**config.mk**
```make
export PLATFORM = sky130hd
export DESIGN_NAME = ble_serial_tx
export DESIGN_NICKNAME = d
export VERILOG_FILES = /design/src/rtl/ble_tx_pkg.sv /design/src/rtl/ble_serial_tx_timer.sv /design/src/rtl/ble_serial_tx.sv
export SDC_FILE = /design/constraint.sdc
export NUM_CORES = 1
export LEC_CHECK = 0
export BUFFER_PORTS_ARGS = -buffer_cell sky130_fd_sc_hd__buf_2
export CORE_MARGIN = 5
export CORE_UTILIZATION = 50
export CTS_BUF_LIST = sky130_fd_sc_hd__clkbuf_16
export DETAILED_ROUTE_END_ITERATION = 16
export HOLD_SLACK_MARGIN = 0.05
export PLACE_DENSITY = 0.76
export SYNTH_ARGS = -nofsm -noshare
export SYNTH_HDL_FRONTEND = slang
export SYNTH_SLANG_ARGS = --single-unit
```
**constraint.sdc**
```tcl
create_clock -name clk_i -period 3.4 [get_ports clk_i]
set_clock_uncertainty 0.15 [all_clocks]
set_input_delay 0.68 -clock clk_i [delete_from_list [all_inputs] [get_ports clk_i]]
set_output_delay 0.68 -clock clk_i [all_outputs]
set_load 0.05 [all_outputs]
```
**src/rtl/ble_tx_pkg.sv**
```systemverilog
// Shared types and constants for the BLE link-layer serializer.
// Channel and RSSI width defaults match the sniffer-wide constants.
package ble_tx_pkg;

  typedef enum logic [2:0] {
    S_IDLE,
    S_PRE,
    S_AA,
    S_PDU,
    S_GAP
  } state_t;

  localparam int PREAMBLE_BITS = 8;
  localparam int AA_BITS       = 32;
  localparam int PDU_BYTE_BITS = 8;
  localparam int DEF_CHANNEL_W = 7;
  localparam int DEF_RSSI_W    = 8;

endpackage

```
**src/rtl/ble_serial_tx_timer.sv**
```systemverilog
// Bit-rate prescaler: tick_o marks the last clock cycle of each on-air bit.
// The count restarts whenever the serializer is not transmitting.
module ble_bit_timer #(
  parameter int BIT_CYCLES = 1
) (
  input  logic clk_i,
  input  logic rst_i,
  input  logic en_i,
  output logic tick_o
);

  localparam int CW = (BIT_CYCLES > 1) ? $clog2(BIT_CYCLES) : 1;

  logic [CW-1:0] r_cnt;

  assign tick_o = en_i && (r_cnt == CW'(BIT_CYCLES - 1));

  always_ff @(posedge clk_i or posedge rst_i) begin
    if (rst_i) begin
      r_cnt <= '0;
    end else if (!en_i || tick_o) begin
      r_cnt <= '0;
    end else begin
      r_cnt <= r_cnt + 1'b1;
    end
  end

endmodule

```
**src/rtl/ble_serial_tx.sv**
```systemverilog
// BLE link-layer bit serializer: preamble, access address, then PDU bytes,
// each LSB first, followed by a guaranteed idle gap.
module ble_serial_tx
  import ble_tx_pkg::*;
#(
  parameter int CHANNEL_W  = DEF_CHANNEL_W,
  parameter int RSSI_W     = DEF_RSSI_W,
  parameter int LEN_W      = 6,
  parameter int BIT_CYCLES = 1,
  parameter int GAP_CYCLES = 16
) (
  input  logic                 clk_i,
  input  logic                 rst_i,
  input  logic                 start_i,
  input  logic [31:0]          aa_i,
  input  logic [LEN_W-1:0]     len_i,
  input  logic [CHANNEL_W-1:0] channel_i,
  input  logic [RSSI_W-1:0]    rssi_i,
  input  logic [7:0]           byte_i,
  input  logic                 byte_valid_i,
  output logic                 byte_ready_o,
  output logic                 serial_o,
  output logic                 valid_o,
  output logic [CHANNEL_W-1:0] channel_o,
  output logic [RSSI_W-1:0]    rssi_o,
  output logic                 busy_o,
  output logic                 done_o,
  output logic                 err_o
);

  state_t               r_state, w_next;
  logic [31:0]          r_shift;
  logic [LEN_W-1:0]     r_len, r_accepted, r_byteIdx;
  logic [5:0]           r_bitCnt;
  logic [7:0]           r_gapCnt;
  logic [7:0]           r_buf;
  logic                 r_bufFull;
  logic                 r_done, r_err;
  logic [CHANNEL_W-1:0] r_channel;
  logic [RSSI_W-1:0]    r_rssi;

  logic       w_tick, w_active, w_xfer, w_haveByte, w_fieldLast;
  logic       w_load, w_underrun, w_finish;
  logic [7:0] w_nextByte;

  ble_bit_timer #(.BIT_CYCLES(BIT_CYCLES)) u_timer (
    .clk_i  (clk_i),
    .rst_i  (rst_i),
    .en_i   (w_active),
    .tick_o (w_tick)
  );

  assign w_active = (r_state == S_PRE) || (r_state == S_AA) || (r_state == S_PDU);
  assign byte_ready_o = ((r_state == S_AA) || (r_state == S_PDU)) && !r_bufFull
                        && (r_accepted < r_len);
  assign w_xfer = byte_valid_i && byte_ready_o;
  // A byte arriving in the very load cycle bypasses the buffer instead of underrunning.
  assign w_haveByte = r_bufFull || w_xfer;
  assign w_nextByte = r_bufFull ? r_buf : byte_i;
  assign w_fieldLast = w_tick && (
      ((r_state == S_PRE) && (r_bitCnt == 6'(PREAMBLE_BITS - 1))) ||
      ((r_state == S_AA)  && (r_bitCnt == 6'(AA_BITS - 1))) ||
      ((r_state == S_PDU) && (r_bitCnt == 6'(PDU_BYTE_BITS - 1))));

  always_comb begin
    w_next     = r_state;
    w_load     = 1'b0;
    w_underrun = 1'b0;
    w_finish   = 1'b0;
    unique case (r_state)
      S_IDLE: if (start_i) w_next = S_PRE;
      S_PRE:  if (w_fieldLast) w_next = S_AA;
      S_AA, S_PDU: begin
        if (w_fieldLast) begin
          if ((r_state == S_AA) ? (r_len == '0) : (r_byteIdx == r_len - LEN_W'(1))) begin
            w_next   = S_GAP;
            w_finish = 1'b1;
          end else if (w_haveByte) begin
            w_next = S_PDU;
            w_load = 1'b1;
          end else begin
            w_next     = S_GAP;
            w_underrun = 1'b1;
          end
        end
      end
      S_GAP:  if (r_gapCnt == 8'(GAP_CYCLES - 1)) w_next = S_IDLE;
      default: w_next = S_IDLE;
    endcase
  end

  always_ff @(posedge clk_i or posedge rst_i) begin
    if (rst_i) r_state <= S_IDLE;
    else       r_state <= w_next;
  end

  always_ff @(posedge clk_i or posedge rst_i) begin
    if (rst_i) begin
      r_shift    <= '0;
      r_len      <= '0;
      r_accepted <= '0;
      r_byteIdx  <= '0;
      r_bitCnt   <= '0;
      r_gapCnt   <= '0;
      r_buf      <= '0;
      r_bufFull  <= 1'b0;
      r_done     <= 1'b0;
      r_err      <= 1'b0;
      r_channel  <= '0;
      r_rssi     <= '0;
    end else begin
      r_done   <= w_finish;
      r_err    <= w_underrun;
      r_gapCnt <= ((r_state == S_GAP) && (w_next == S_GAP)) ? r_gapCnt + 8'd1 : 8'd0;
      if (r_state == S_IDLE) begin
        r_bitCnt   <= '0;
        r_byteIdx  <= '0;
        r_accepted <= '0;
        r_bufFull  <= 1'b0;
        if (start_i) begin
          r_shift   <= aa_i;
          r_len     <= len_i;
          r_channel <= channel_i;
          r_rssi    <= rssi_i;
        end
      end else begin
        if (w_tick) begin
          r_bitCnt <= w_fieldLast ? 6'd0 : r_bitCnt + 6'd1;
          if (w_load) r_shift <= {24'd0, w_nextByte};
          else if (r_state != S_PRE) r_shift <= {1'b0, r_shift[31:1]};
          if ((r_state == S_PDU) && w_fieldLast) r_byteIdx <= r_byteIdx + LEN_W'(1);
        end
        if (w_xfer) r_accepted <= r_accepted + LEN_W'(1);
        if (w_load) begin
          r_bufFull <= 1'b0;
        end else if (w_xfer) begin
          r_buf     <= byte_i;
          r_bufFull <= 1'b1;
        end
      end
    end
  end

  // Preamble alternates starting from aa[0], so it always ends opposite the first AA bit.
  assign serial_o  = w_active && ((r_state == S_PRE) ? (r_shift[0] ^ r_bitCnt[0]) : r_shift[0]);
  assign valid_o   = w_active;
  assign busy_o    = (r_state != S_IDLE);
  assign done_o    = r_done;
  assign err_o     = r_err;
  assign channel_o = r_channel;
  assign rssi_o    = r_rssi;

endmodule
```
==> impl_metrics.yaml <==
synthesis:
  synth_largest_area_cell: "dfrtp_1"
  syn_area_mm2: 0.00472
  ys_seq_area_share_pct: 49.9
  synth_common_cells: "dfrtp_1 (94), nand2_1 (45), and3_1 (37), a21oi_1 (35), nor2_1 (31)"
  netlist.area_leader.share_pct: 49.9
  synth-seq-cells: 94
  syn_inst: 476
  yosysMostFrequentCell: "dfrtp_1"
  async_reset_ff_share_pct: 100
  avgSynthCellArea_um2: 9.91
  ys.warnings.count: 0
  synth_edf_count: 0
  synth.distinct_cells: 47
  synth.area.top_cells: "dfrtp_1 (50%), and3_1 (4.9%), a21oi_1 (3.7%)"
  synthFlopType: "dfrtp_1"
  syn_nets: 552
clock_network:
  clockBufferDepth: 2
  clock-sinks: 94
  hold_buffers: 0
  clock_latency_ns: 0.34
  post-cts-setup-buffer-count: 0
  cts_resized: 0
  cts_inserted_buffers: 9
  clockRootBuffer: "clkbuf_16"
  htree_levels: 3
  cts_tree: "built"
  path_clk_slew_ns: 0.07
timing:
  grt_setup_unrepaired: "no"
  fin_crit_ns: 3.08
  hold_violations: 0
  relSlewSlack_pct: 41.5
  setup_tns_ns: 0
  fmax_mhz: 325
  finalMaxSlewViolations: 0
  setup_viol: 0
  whs_ns: 0.317
  period_share_pct: 90.5
  tightest_slew_ns: 0.869
min_path:
  hp-class: "flop to flop"
  hold_depth: 1
  min-delay-start: "r_gapCnt[0]$_DFF_PP0_"
  whs_endpoint: "r_gapCnt[0]$_DFF_PP0_"
worst_setup_path:
  critical_path_required_ns: 2.57
  critical_path.endpoint_type: "primary output"
  r2r_setup_slack_ns: 0.60
  r2r_cells: 8
  reg2reg_from: "r_len[0]$_DFFE_PP0P_"
  crit_path_max_fanout: 9
  path_class: "flop to primary output"
  critPathLaunchType: "flop"
  timing.rr.end: "r_buf[1]$_DFFE_PP0P_"
  arrival_ns: 2.25
placed_design:
  dp_cells: 670
  port_buffers: 85
  globalplace.congestion: 0.817
  hpwl_mm: 7.42
power_and_ir_drop:
  power_leakage_uw: 0.00267
  netSwitchingFraction_pct: 41.8
  peakVddDrop_mv: 0.606
  power.share.sequential_pct: 40.3
  p_sw_uw: 1900
  p_clk_share_pct: 21.4
  intPower_uw: 2640
  comb_power_share_pct: 38.3
  power_density_mw_per_mm2: 817
global_route:
  antenna_found_initial: 0
  grt_pass1_vias: 3850
  grt_use_total_pct: 19.3
  grt-ovfl-total: 0
  grt_pass1_wl_mm: 18.0
  grt_max_degree: 55
drt:
  wire_per_inst_um: 15.2
  ant_nets: 0
  viasPerCell: 5.41
  firstDrtPassIters: 5
  drc: 0
  routed_wirelength_mm: 10.5
  drt_iter0_markers: 194
  via_count: 3712
final_layout:
  diodes: 0
  drive_gt1_share_pct: 23.9
  fin_cells: 686
  finalNetCount: 628
  area_growth_pct: 17.6
floorplan:
  fp.dieArea_mm2: 0.0115
  start_util_pct: 51.1
  die-height_um: 107
  pin_count: 86
  coreArea_mm2: 0.00924
  rows: 35
  die_w_um: 107
flow_run:
  drv_cap: 0
run_status:
  status: "finished clean"
[worst max-delay path by stage]
stage | start | slack (ns) | cells after the start | endpoint
5_1_grt | r_state[0]$_DFF_PP0_ | 0.25 | 4 | serial_o
3_3_place_gp | r_state[0]$_DFF_PP0_ | 0.77 | 4 | serial_o
6_report | r_state[0]$_DFF_PP0_ | 0.32 | 4 | serial_o
3_5_place_dp | r_len[0]$_DFFE_PP0P_ | 0.62 | 8 | r_buf[1]$_DFFE_PP0P_
4_1_cts | r_state[0]$_DFF_PP0_ | 0.36 | 4 | serial_o
2_1_floorplan | rst_i | 0.12 | 1 | channel_o[0]$_DFFE_PP0P_
[worst max-delay path: stages, from the launching register on]
cell and delay (ns):
dfrtp_1 0.53, inv_1 0.18, or4b_2 0.66, a21oi_1 0.24, buf_2 0.31
[cells by family after synthesis]
group,share of synthesized area (%)
AO/OA/AOI/OAI,12.3
XOR/XNOR,4.27
adder cells (fa/ha/maj),2.92
buffers and inverters,3.66
flip-flops,49.9
multiplexers,7.61
other,0.0795
AND/OR/NAND/NOR,19.4
[placed cells by master, fill, tap and decap left out, types with 11 or more instances in the layout]
cell type / count
ha_1: 11
nand2_1: 45
and3_1: 37
o21ai_1: 14
nand3_1: 22
xor2_1: 13
nor2_1: 30
dfrtp_1: 94
a21oi_1: 35
mux2_2: 15
o21ai_0: 27
buf_2: 85
[per-layer routing]
layer  up-vias  wire, µm  track usage (%)
met1      1800      4610             25.8
met3        10       479             3.85
met5         -         0                0
met2        75      5250             31.8
met4         0       117             5.66
li1       1827         -                -
[registers in the layout (all words and copies together), names as in the netlist]
signal         cells
channel_o          7
done_o             1
r_len              6
r_state            3
r_accepted         6
r_bitCnt           6
r_gapCnt           8
r_buf              8
r_shift           32
rssi_o             8
r_byteIdx          6
u_timer.r_cnt      1
err_o              1
r_bufFull          1
[per-stage QoR]
stage	power, µW	util, %	area [µm²]	setup slack (ns)
after global placement	3500	56.9	5260	0.771
final	4530	60.1	5550	0.323
after CTS	4560	60.1	5550	0.364
after floorplan	3130	-	4720	0.121
after global routing	4850	60.1	5550	0.252
after detailed placement	3590	56.9	5260	0.623
[final cells by class]
type,count,area (µm²)
clock inverters,7,62.6
clock buffers,9,225
inverters,11,42.5
repair buffers,93,498
flip-flops and latches,94,2350
multi-input cells,343,2210
well taps,129,161
fillers,780,3690
[power groups by stage]
| stage | Sequential [µW] | Clock [µW] | Combinational, µW |
|---|---|---|---|
| 5_1_grt | 1880 | 1040 | 1930 |
| 6_report | 1830 | 969 | 1740 |
| 3_3_place_gp | 1810 | 0 | 1680 |
| 2_1_floorplan | 2050 | 0 | 1080 |
| 3_5_place_dp | 1840 | 0 | 1750 |
| 4_1_cts | 1820 | 986 | 1760 |
Power figures use the tool's default switching activity.
